--- src/rtl/core_mem_arbiter.sv ---
// Purpose : arbitrates instruction-fetch and data requests onto one shared memory port.
// Latency : store ACK 2 cycles after REQ is sampled, read ACK 2+MEM_LAT cycles after.
// Backpres: requesters hold REQ until ACK; requests are ignored while BUSY.
//
// Ports:
//   CLK, RST_N                    clock, asynchronous active-low reset
//   I_REQ/I_ADDR -> I_ACK/I_RDATA fetch side (read only)
//   D_REQ/D_WE/D_BE/D_ADDR/D_WDATA -> D_ACK/D_RDATA   load/store side
//   M_ADDR/M_WDATA/M_BE/M_WE/M_RE, M_RDATA            shared memory port
//   BUSY                          high whenever a transaction is in flight
// Parameter MEM_LAT (1..4): memory read latency from the M_RE cycle to valid M_RDATA.
// Optional macro CORE_MEM_ARB_RR_EN: round-robin arbitration on simultaneous
// requests (default build: data has fixed priority over fetch).

module core_mem_arbiter #(
   parameter int MEM_LAT = 1
) (
   input  logic        CLK,
   input  logic        RST_N,
   input  logic        I_REQ,
   input  logic [31:0] I_ADDR,
   output logic        I_ACK,
   output logic [31:0] I_RDATA,
   input  logic        D_REQ,
   input  logic        D_WE,
   input  logic [3:0]  D_BE,
   input  logic [31:0] D_ADDR,
   input  logic [31:0] D_WDATA,
   output logic        D_ACK,
   output logic [31:0] D_RDATA,
   output logic [31:0] M_ADDR,
   output logic [31:0] M_WDATA,
   output logic [3:0]  M_BE,
   output logic        M_WE,
   output logic        M_RE,
   input  logic [31:0] M_RDATA,
   output logic        BUSY
);

   typedef enum logic [1:0] {IDLE, ACCESS, WAIT, RESP} state_t;

   state_t      state_q;
   state_t      state_d;
   logic [2:0]  cnt_q;
   logic        cnt_done;
   logic        any_req;
   logic        pick_d;
   logic        gnt_d_q;
   logic        we_q;
   logic [31:0] addr_q;
   logic [31:0] wdata_q;
   logic [3:0]  be_q;
   logic [31:0] i_rdata_q;
   logic [31:0] d_rdata_q;

   assign any_req  = I_REQ | D_REQ;
   // Last WAIT cycle is the one exactly MEM_LAT cycles after ACCESS.
   assign cnt_done = (cnt_q == 3'(MEM_LAT - 1));

`ifdef CORE_MEM_ARB_RR_EN
   // Last-grant flag: 1 = data, 0 = fetch. Resets to fetch so data wins first.
   logic last_d_q;

   always_ff @(posedge CLK or negedge RST_N) begin
      if (!RST_N)
         last_d_q <= 1'b0;
      else if (state_q == IDLE && any_req)
         last_d_q <= pick_d;
   end

   // On a contest the side not granted last wins; lone requests pass through.
   assign pick_d = D_REQ & (~I_REQ | ~last_d_q);
`else
   // Data wins whenever it is requesting.
   assign pick_d = D_REQ;
`endif

   // State register
   always_ff @(posedge CLK or negedge RST_N) begin
      if (!RST_N)
         state_q <= IDLE;
      else
         state_q <= state_d;
   end

   // Next-state logic
   always_comb begin
      state_d = state_q;
      case (state_q)
         IDLE:    if (any_req) state_d = ACCESS;
         ACCESS:  state_d = we_q ? RESP : WAIT;
         WAIT:    if (cnt_done) state_d = RESP;
         RESP:    state_d = IDLE;
         default: state_d = IDLE;
      endcase
   end

   // Output logic
   always_comb begin
      I_ACK = 1'b0;
      D_ACK = 1'b0;
      M_RE  = 1'b0;
      M_WE  = 1'b0;
      BUSY  = (state_q != IDLE);
      case (state_q)
         ACCESS: begin
            M_RE = ~we_q;
            M_WE = we_q;
         end
         RESP: begin
            I_ACK = ~gnt_d_q;
            D_ACK = gnt_d_q;
         end
         default: ;
      endcase
   end

   // Request latch, taken on the IDLE edge that accepts a request.
   always_ff @(posedge CLK or negedge RST_N) begin
      if (!RST_N) begin
         gnt_d_q <= 1'b0;
         we_q    <= 1'b0;
         addr_q  <= 32'h0;
         wdata_q <= 32'h0;
         be_q    <= 4'h0;
      end else if (state_q == IDLE && any_req) begin
         gnt_d_q <= pick_d;
         we_q    <= pick_d & D_WE;
         addr_q  <= pick_d ? D_ADDR : I_ADDR;
         wdata_q <= pick_d ? D_WDATA : 32'h0;
         // Fetches read the whole word.
         be_q    <= pick_d ? D_BE : 4'hF;
      end
   end

   // Wait counter: restarts at zero on every entry into WAIT.
   always_ff @(posedge CLK or negedge RST_N) begin
      if (!RST_N)
         cnt_q <= 3'd0;
      else if (state_q == WAIT)
         cnt_q <= cnt_q + 3'd1;
      else
         cnt_q <= 3'd0;
   end

   // Read-data capture; each side keeps its last word between ACKs.
   always_ff @(posedge CLK or negedge RST_N) begin
      if (!RST_N) begin
         i_rdata_q <= 32'h0;
         d_rdata_q <= 32'h0;
      end else if (state_q == WAIT && cnt_done) begin
         if (gnt_d_q)
            d_rdata_q <= M_RDATA;
         else
            i_rdata_q <= M_RDATA;
      end
   end

   assign I_RDATA = i_rdata_q;
   assign D_RDATA = d_rdata_q;
   assign M_ADDR  = addr_q;
   assign M_WDATA = wdata_q;
   assign M_BE    = be_q;

endmodule
--- config.mk ---
export PLATFORM = sky130hd
export DESIGN_NAME = core_mem_arbiter
export DESIGN_NICKNAME = d
export VERILOG_FILES = /design/src/rtl/core_mem_arbiter.sv
export SDC_FILE = /design/constraint.sdc
export NUM_CORES = 1
export LEC_CHECK = 0
export BUFFER_PORTS_ARGS = -buffer_cell sky130_fd_sc_hd__buf_4
export CAP_MARGIN = 20
export CORE_AREA = 2 2 120 122
export DETAILED_ROUTE_END_ITERATION = 6
export DIE_AREA = 0 0 122 124
export PLACE_DENSITY = 0.72
export SETUP_SLACK_MARGIN = 0.5
export SKIP_LAST_GASP = 1
export SYNTH_ARGS = -nofsm -noshare
export SYNTH_HDL_FRONTEND = slang
export SYNTH_SLANG_ARGS = --single-unit
--- constraint.sdc ---
create_clock -name CLK -period 2.7 [get_ports CLK]
set_input_delay 0.135 -clock CLK [delete_from_list [all_inputs] [get_ports CLK]]
set_output_delay 0.135 -clock CLK [all_outputs]
set_load 0.05 [all_outputs]
Yosys cells after proc, flatten, opt, wreduce, memory -nomap -nowiden
Cells that the tools add are included.
- bits in registers: 139
- input port bits: 137
- output and inout bits: 137
- word-level logic and storage cells: 39
- add/subtract/negate cells: 1
- equality and inequality tests: 5
- muxes and demuxes: 12
- bitwise operators: 4
- reduce and logical (&&, ||, !) cells: 8
- operators with widths (operator ; number):
    $mux 32 ; 2
    $pmux 2 s4 ; 1
    $reduce_and 2->1 ; 3
    $mux 1 ; 5
    $eq 2x2->1 const B ; 2
    $mux 2 ; 2
    $mux 4 ; 1
    $ne 2x2->1 const B ; 2
    $add 3x1->3 const B ; 1
    $logic_not 3->1 ; 1
    $mux 3 ; 1
    $eq 2x1->1 const B ; 1
    $logic_and 1x1->1 ; 2
    $logic_not 2->1 ; 1
    $not 1->1 ; 2
    $reduce_bool 2->1 ; 1
    $and 1x1->1 ; 1
    $or 1x1->1 ; 1

Logic depth before layout (Yosys ltp)
- depth in word-level cells: 3
- depth in mapped cells: 7
- depth with buffers taken out: 5

Least setup slack after synthesis
Ideal clock, no wire load.
- path type: register to register
- start point: register state_q[0]
- end point: register i_rdata_q[10] (netlist: I_RDATA[10])
- setup time: 0.125 ns
- data arrival time: 1.579 ns
- required time: 2.575 ns
- slack: 0.996 ns
- cell stages (with the launch flop): 6
- path buffers: 1
- period minus slack after synthesis: 1.704 ns
- cells stage by stage: dfrtp_1 -> inv_1 -> ha_1 -> nor3b_4 -> buf_6 -> mux2_2
- word-level cells in the longest chain between the ends: 3
- RTL lines (element ; line ; source):
    from (decl) ; 42 ; state_t state_q;
    from (signal assigned) ; 83 ; state_q <= state_d;
    $eq 2x2->1 ; 151 ; end else if (state_q == WAIT && cnt_done) begin
    $logic_and 1x1->1 ; 151 ;
    $reduce_and 2->1 (no line) ; n/a ;
    to (signal assigned) ; 149 ; i_rdata_q <= 32'h0;
    to (signal assigned) ; 155 ; i_rdata_q <= M_RDATA;
    to (decl) ; 53 ; logic [31:0] i_rdata_q;
Every way passes these cells.
A chain may end at the register's enable or synchronous reset.

Worst setup path after layout
- start point: register state_q[0]
- end point: output port BUSY
- word-level cells in the longest chain between the ends: 1
- RTL lines (element ; line ; source):
    $reduce_bool 2->1 ; 104 ; BUSY = (state_q != IDLE);
    to (decl) ; 37 ; output logic BUSY
Every way passes these cells.

==> qor.yml <==
cts:
  htreeDepth: 4
  cts_buffers: 17
  cts.sinks: 139
  ctsLongestPathBuffers: 2
  root_buffer: "clkbuf_16"
  postCtsSetupRepairBufs: 0
  cts_tree: "done"
  clk-insertion-delay-late_ps: 410
  path_clk_slew_ps: 60
place:
  dpl_cell_area_um2: 7904
  dp_hpwl_mm: 10.69
  numPortBuffers: 273
  dp_cells: 903
  dp_slack_ps: 705.9
  gp_congestion: 0.8420
sta:
  worst_slack_ps: 677.3
  layout_min_cycle_time_ps: 2023
  slew_headroom_pct: 36.04
  rsz0062_at_grt: "false"
  drv_slew: 0
  fmax_ghz: 0.4944
  worst_slew_pin_slew_ps: 955.7
  fin_tns_setup_ps: 0
  post-route-period-util_pct: 74.92
  hold_slack_ps: 14.91
  setup_viol: 0
  hold_viol: 0
  clock_skew_ps: 6.636
floorplan:
  ios: 274
  dieArea_um2: 15130
  coreArea_um2: 13720
  die_w_um: 122
  placementRows: 43
  initial_utilization_pct: 41.58
  die_y_um: 124
drt:
  vias_per_cell: 4.819
  num_vias: 4843
  routedWlPerCell_um: 15.62
  route.detailed.drc: 0
  ant_nets: 0
  drt_first_pass_iters: 4
  drt_iter0_drc: 238
  routed_wl_mm: 15.70
global_route:
  antenna_found_initial: 0
  grt_pass1_vias: 4896
  grt_max_degree: 72
  grt-ovfl-total: 0
  grt_pass1_wl_mm: 23.93
  track_usage_pct: 20.54
pwr:
  ir_drop_uv: 691.6
  power_frac_seq_pct: 27.7
  combPwrFrac_pct: 55.5
  power.density_nw_per_um2: 1449
  p_switching_mw: 6.414
  cellLeakagePower_nw: 4.647
  p_clk_share_pct: 16.8
  finalPower_mw: 13.31
  power_switching_share_pct: 48.18
  intPower_mw: 6.897
worst_hold_path:
  holdPathStages: 3
  holdCritPathClass: "in -> reg"
yosys:
  synth_top_area_share_pct: 60.98
  syn_nets: 617
  netlist_area_um2: 5704
  synth.area.top_cells: "dfrtp_1 61%, mux2_2 13%, nand2_1 6.9%"
  avgSynthCellArea_um2: 12.06
  synth_cells: 473
  yosys_warnings: 0
  ys_ff_latch: 139
  synth_largest_area_cell: "dfrtp_1"
  synth_cell_types: 25
  ys_seq_area_share_pct: 60.98
worst_setup_path:
  critPathArrivalTime_ps: 1890
  cp-start-kind: "flop"
  worstSetupEndpointType: "primary output"
  ff2ff_path_depth: 5
  worst-path-max-fanout: 37
  crit_type: "reg -> out"
  worstPathRequired_ps: 2570
final_layout:
  areaGrowthSynthToFinish_pct: 61.04
  diodes: 0
  fillers: 975
  finalNonFillerCells: 1005
  final_core_util_pct: 66.96
  drive_gt1_share_pct: 45.45
  fin_nets: 957
  fin_area_um2: 9186
run:
  drv_cap: 0
run_status:
  run_status: "finished, final reports clean"
[timing repair]
| item | CTS | global route |
|---|---|---|
| hold endpoints to repair | 170 | 0 |
| resized for setup | 0 | 0 |
| hold buffers | 71 | 0 |
[worst max-delay path, cell delays in order (launching register included)]
cell	delay, ps
dfrtp_1	410
inv_1	140
ha_1	250
buf_4	380
inv_1	80
buf_4	200
[sequential cells by signal (all words and copies together) (netlist names)]
register,flops
state_q,2
D_RDATA,32
we_q,1
M_WDATA,32
gnt_d_q,1
cnt_q,3
I_RDATA,32
M_BE,4
M_ADDR,32
[metal layers]
layer	global-route usage (%)	share of wire [%]
met1	23.36	39
met2	35.44	51
met3	6.364	7.5
met4	9.555	2.8
met5	0	0
[cell families after synthesis]
| group | after synthesis | share of synthesized area, % |
|---|---|---|
| adders and majority gates | 7 | 1.535 |
| muxes | 97 | 18.45 |
| xor gates and xnor gates | 1 | 0.1536 |
| and+or+nand+nor | 155 | 12.06 |
| buffers and inverters | 34 | 3.071 |
| DFF | 139 | 60.98 |
| AOI/OAI and AO/OA | 40 | 3.751 |
[power groups by stage]
stage	registers [mW]	clock network, mW	logic, mW
after floorplan	6.94	0	1.77
after global placement	3.66	0	7.21
after detailed placement	3.71	0	7.35
after CTS	3.69	2.28	7.43
after global routing	3.81	2.38	7.76
final	3.69	2.23	7.38
[cells in the final DEF (no fill, tap or decap), types with 2 or more instances in the layout]
cell	n
buf_12	2
mux2_2	65
o21ai_0	36
nand2_1	105
nand3_1	33
dfrtp_1	139
dlygate4sd3_1	71
inv_1	5
and2_1	4
clkinvlp_4	2
bufinv_16	2
buf_4	276
clkbuf_8	3
clkinv_2	3
mux2i_1	32
nor2b_1	7
clkbuf_16	17
nor2_1	2
clkbuf_1	4
ha_1	7
[final timing paths]
check	from	to	slack [ps]
setup reg to reg	state_q[0]$_DFFE_PN0P_	I_RDATA[10]$_DFFE_PN0P_	700
min in group asynchronous	RST_N	I_RDATA[25]$_DFFE_PN0P_	310
max in group asynchronous	RST_N	D_RDATA[5]$_DFFE_PN0P_	1590
hold reg to reg	M_WDATA[2]$_DFFE_PN0P_	M_WDATA[2]$_DFFE_PN0P_	470
setup / recovery	state_q[0]$_DFFE_PN0P_	BUSY	680
hold / removal	I_ADDR[17]	M_ADDR[17]$_DFFE_PN0P_	10
[area by class of cell]
type	count	area, um^2	share of cell area [%]
clock buffers	24	481.7	5.244
clock inverters	7	90.09	0.9807
inverters	5	18.77	0.2043
multi-input cells	300	2058	22.41
flip-flops and latches	139	3478	37.86
well taps	180	225.2	2.452
repair buffers	350	2834	30.85
[cell usage after synthesis]
| master | number |
|---|---|
| buf_1 | 1 |
| nand2b_4 | 1 |
| nor3b_4 | 1 |
| clkbuf_1 | 9 |
| ha_1 | 7 |
| nor2_1 | 2 |
| nor3_1 | 1 |
| nand4b_2 | 1 |
| a221oi_1 | 1 |
| buf_6 | 3 |
| nor2b_1 | 7 |
| mux2i_1 | 32 |
| buf_2 | 14 |
| inv_1 | 5 |
| a2bb2oi_1 | 1 |
| nand3_1 | 33 |
| mux2_2 | 65 |
| buf_4 | 2 |
| xor2_1 | 1 |
| o21ai_2 | 1 |
| and2_1 | 4 |
| a22oi_1 | 1 |
| dfrtp_1 | 139 |
| nand2_1 | 105 |
| o21ai_0 | 36 |
(Power assumes the default switching activity.)
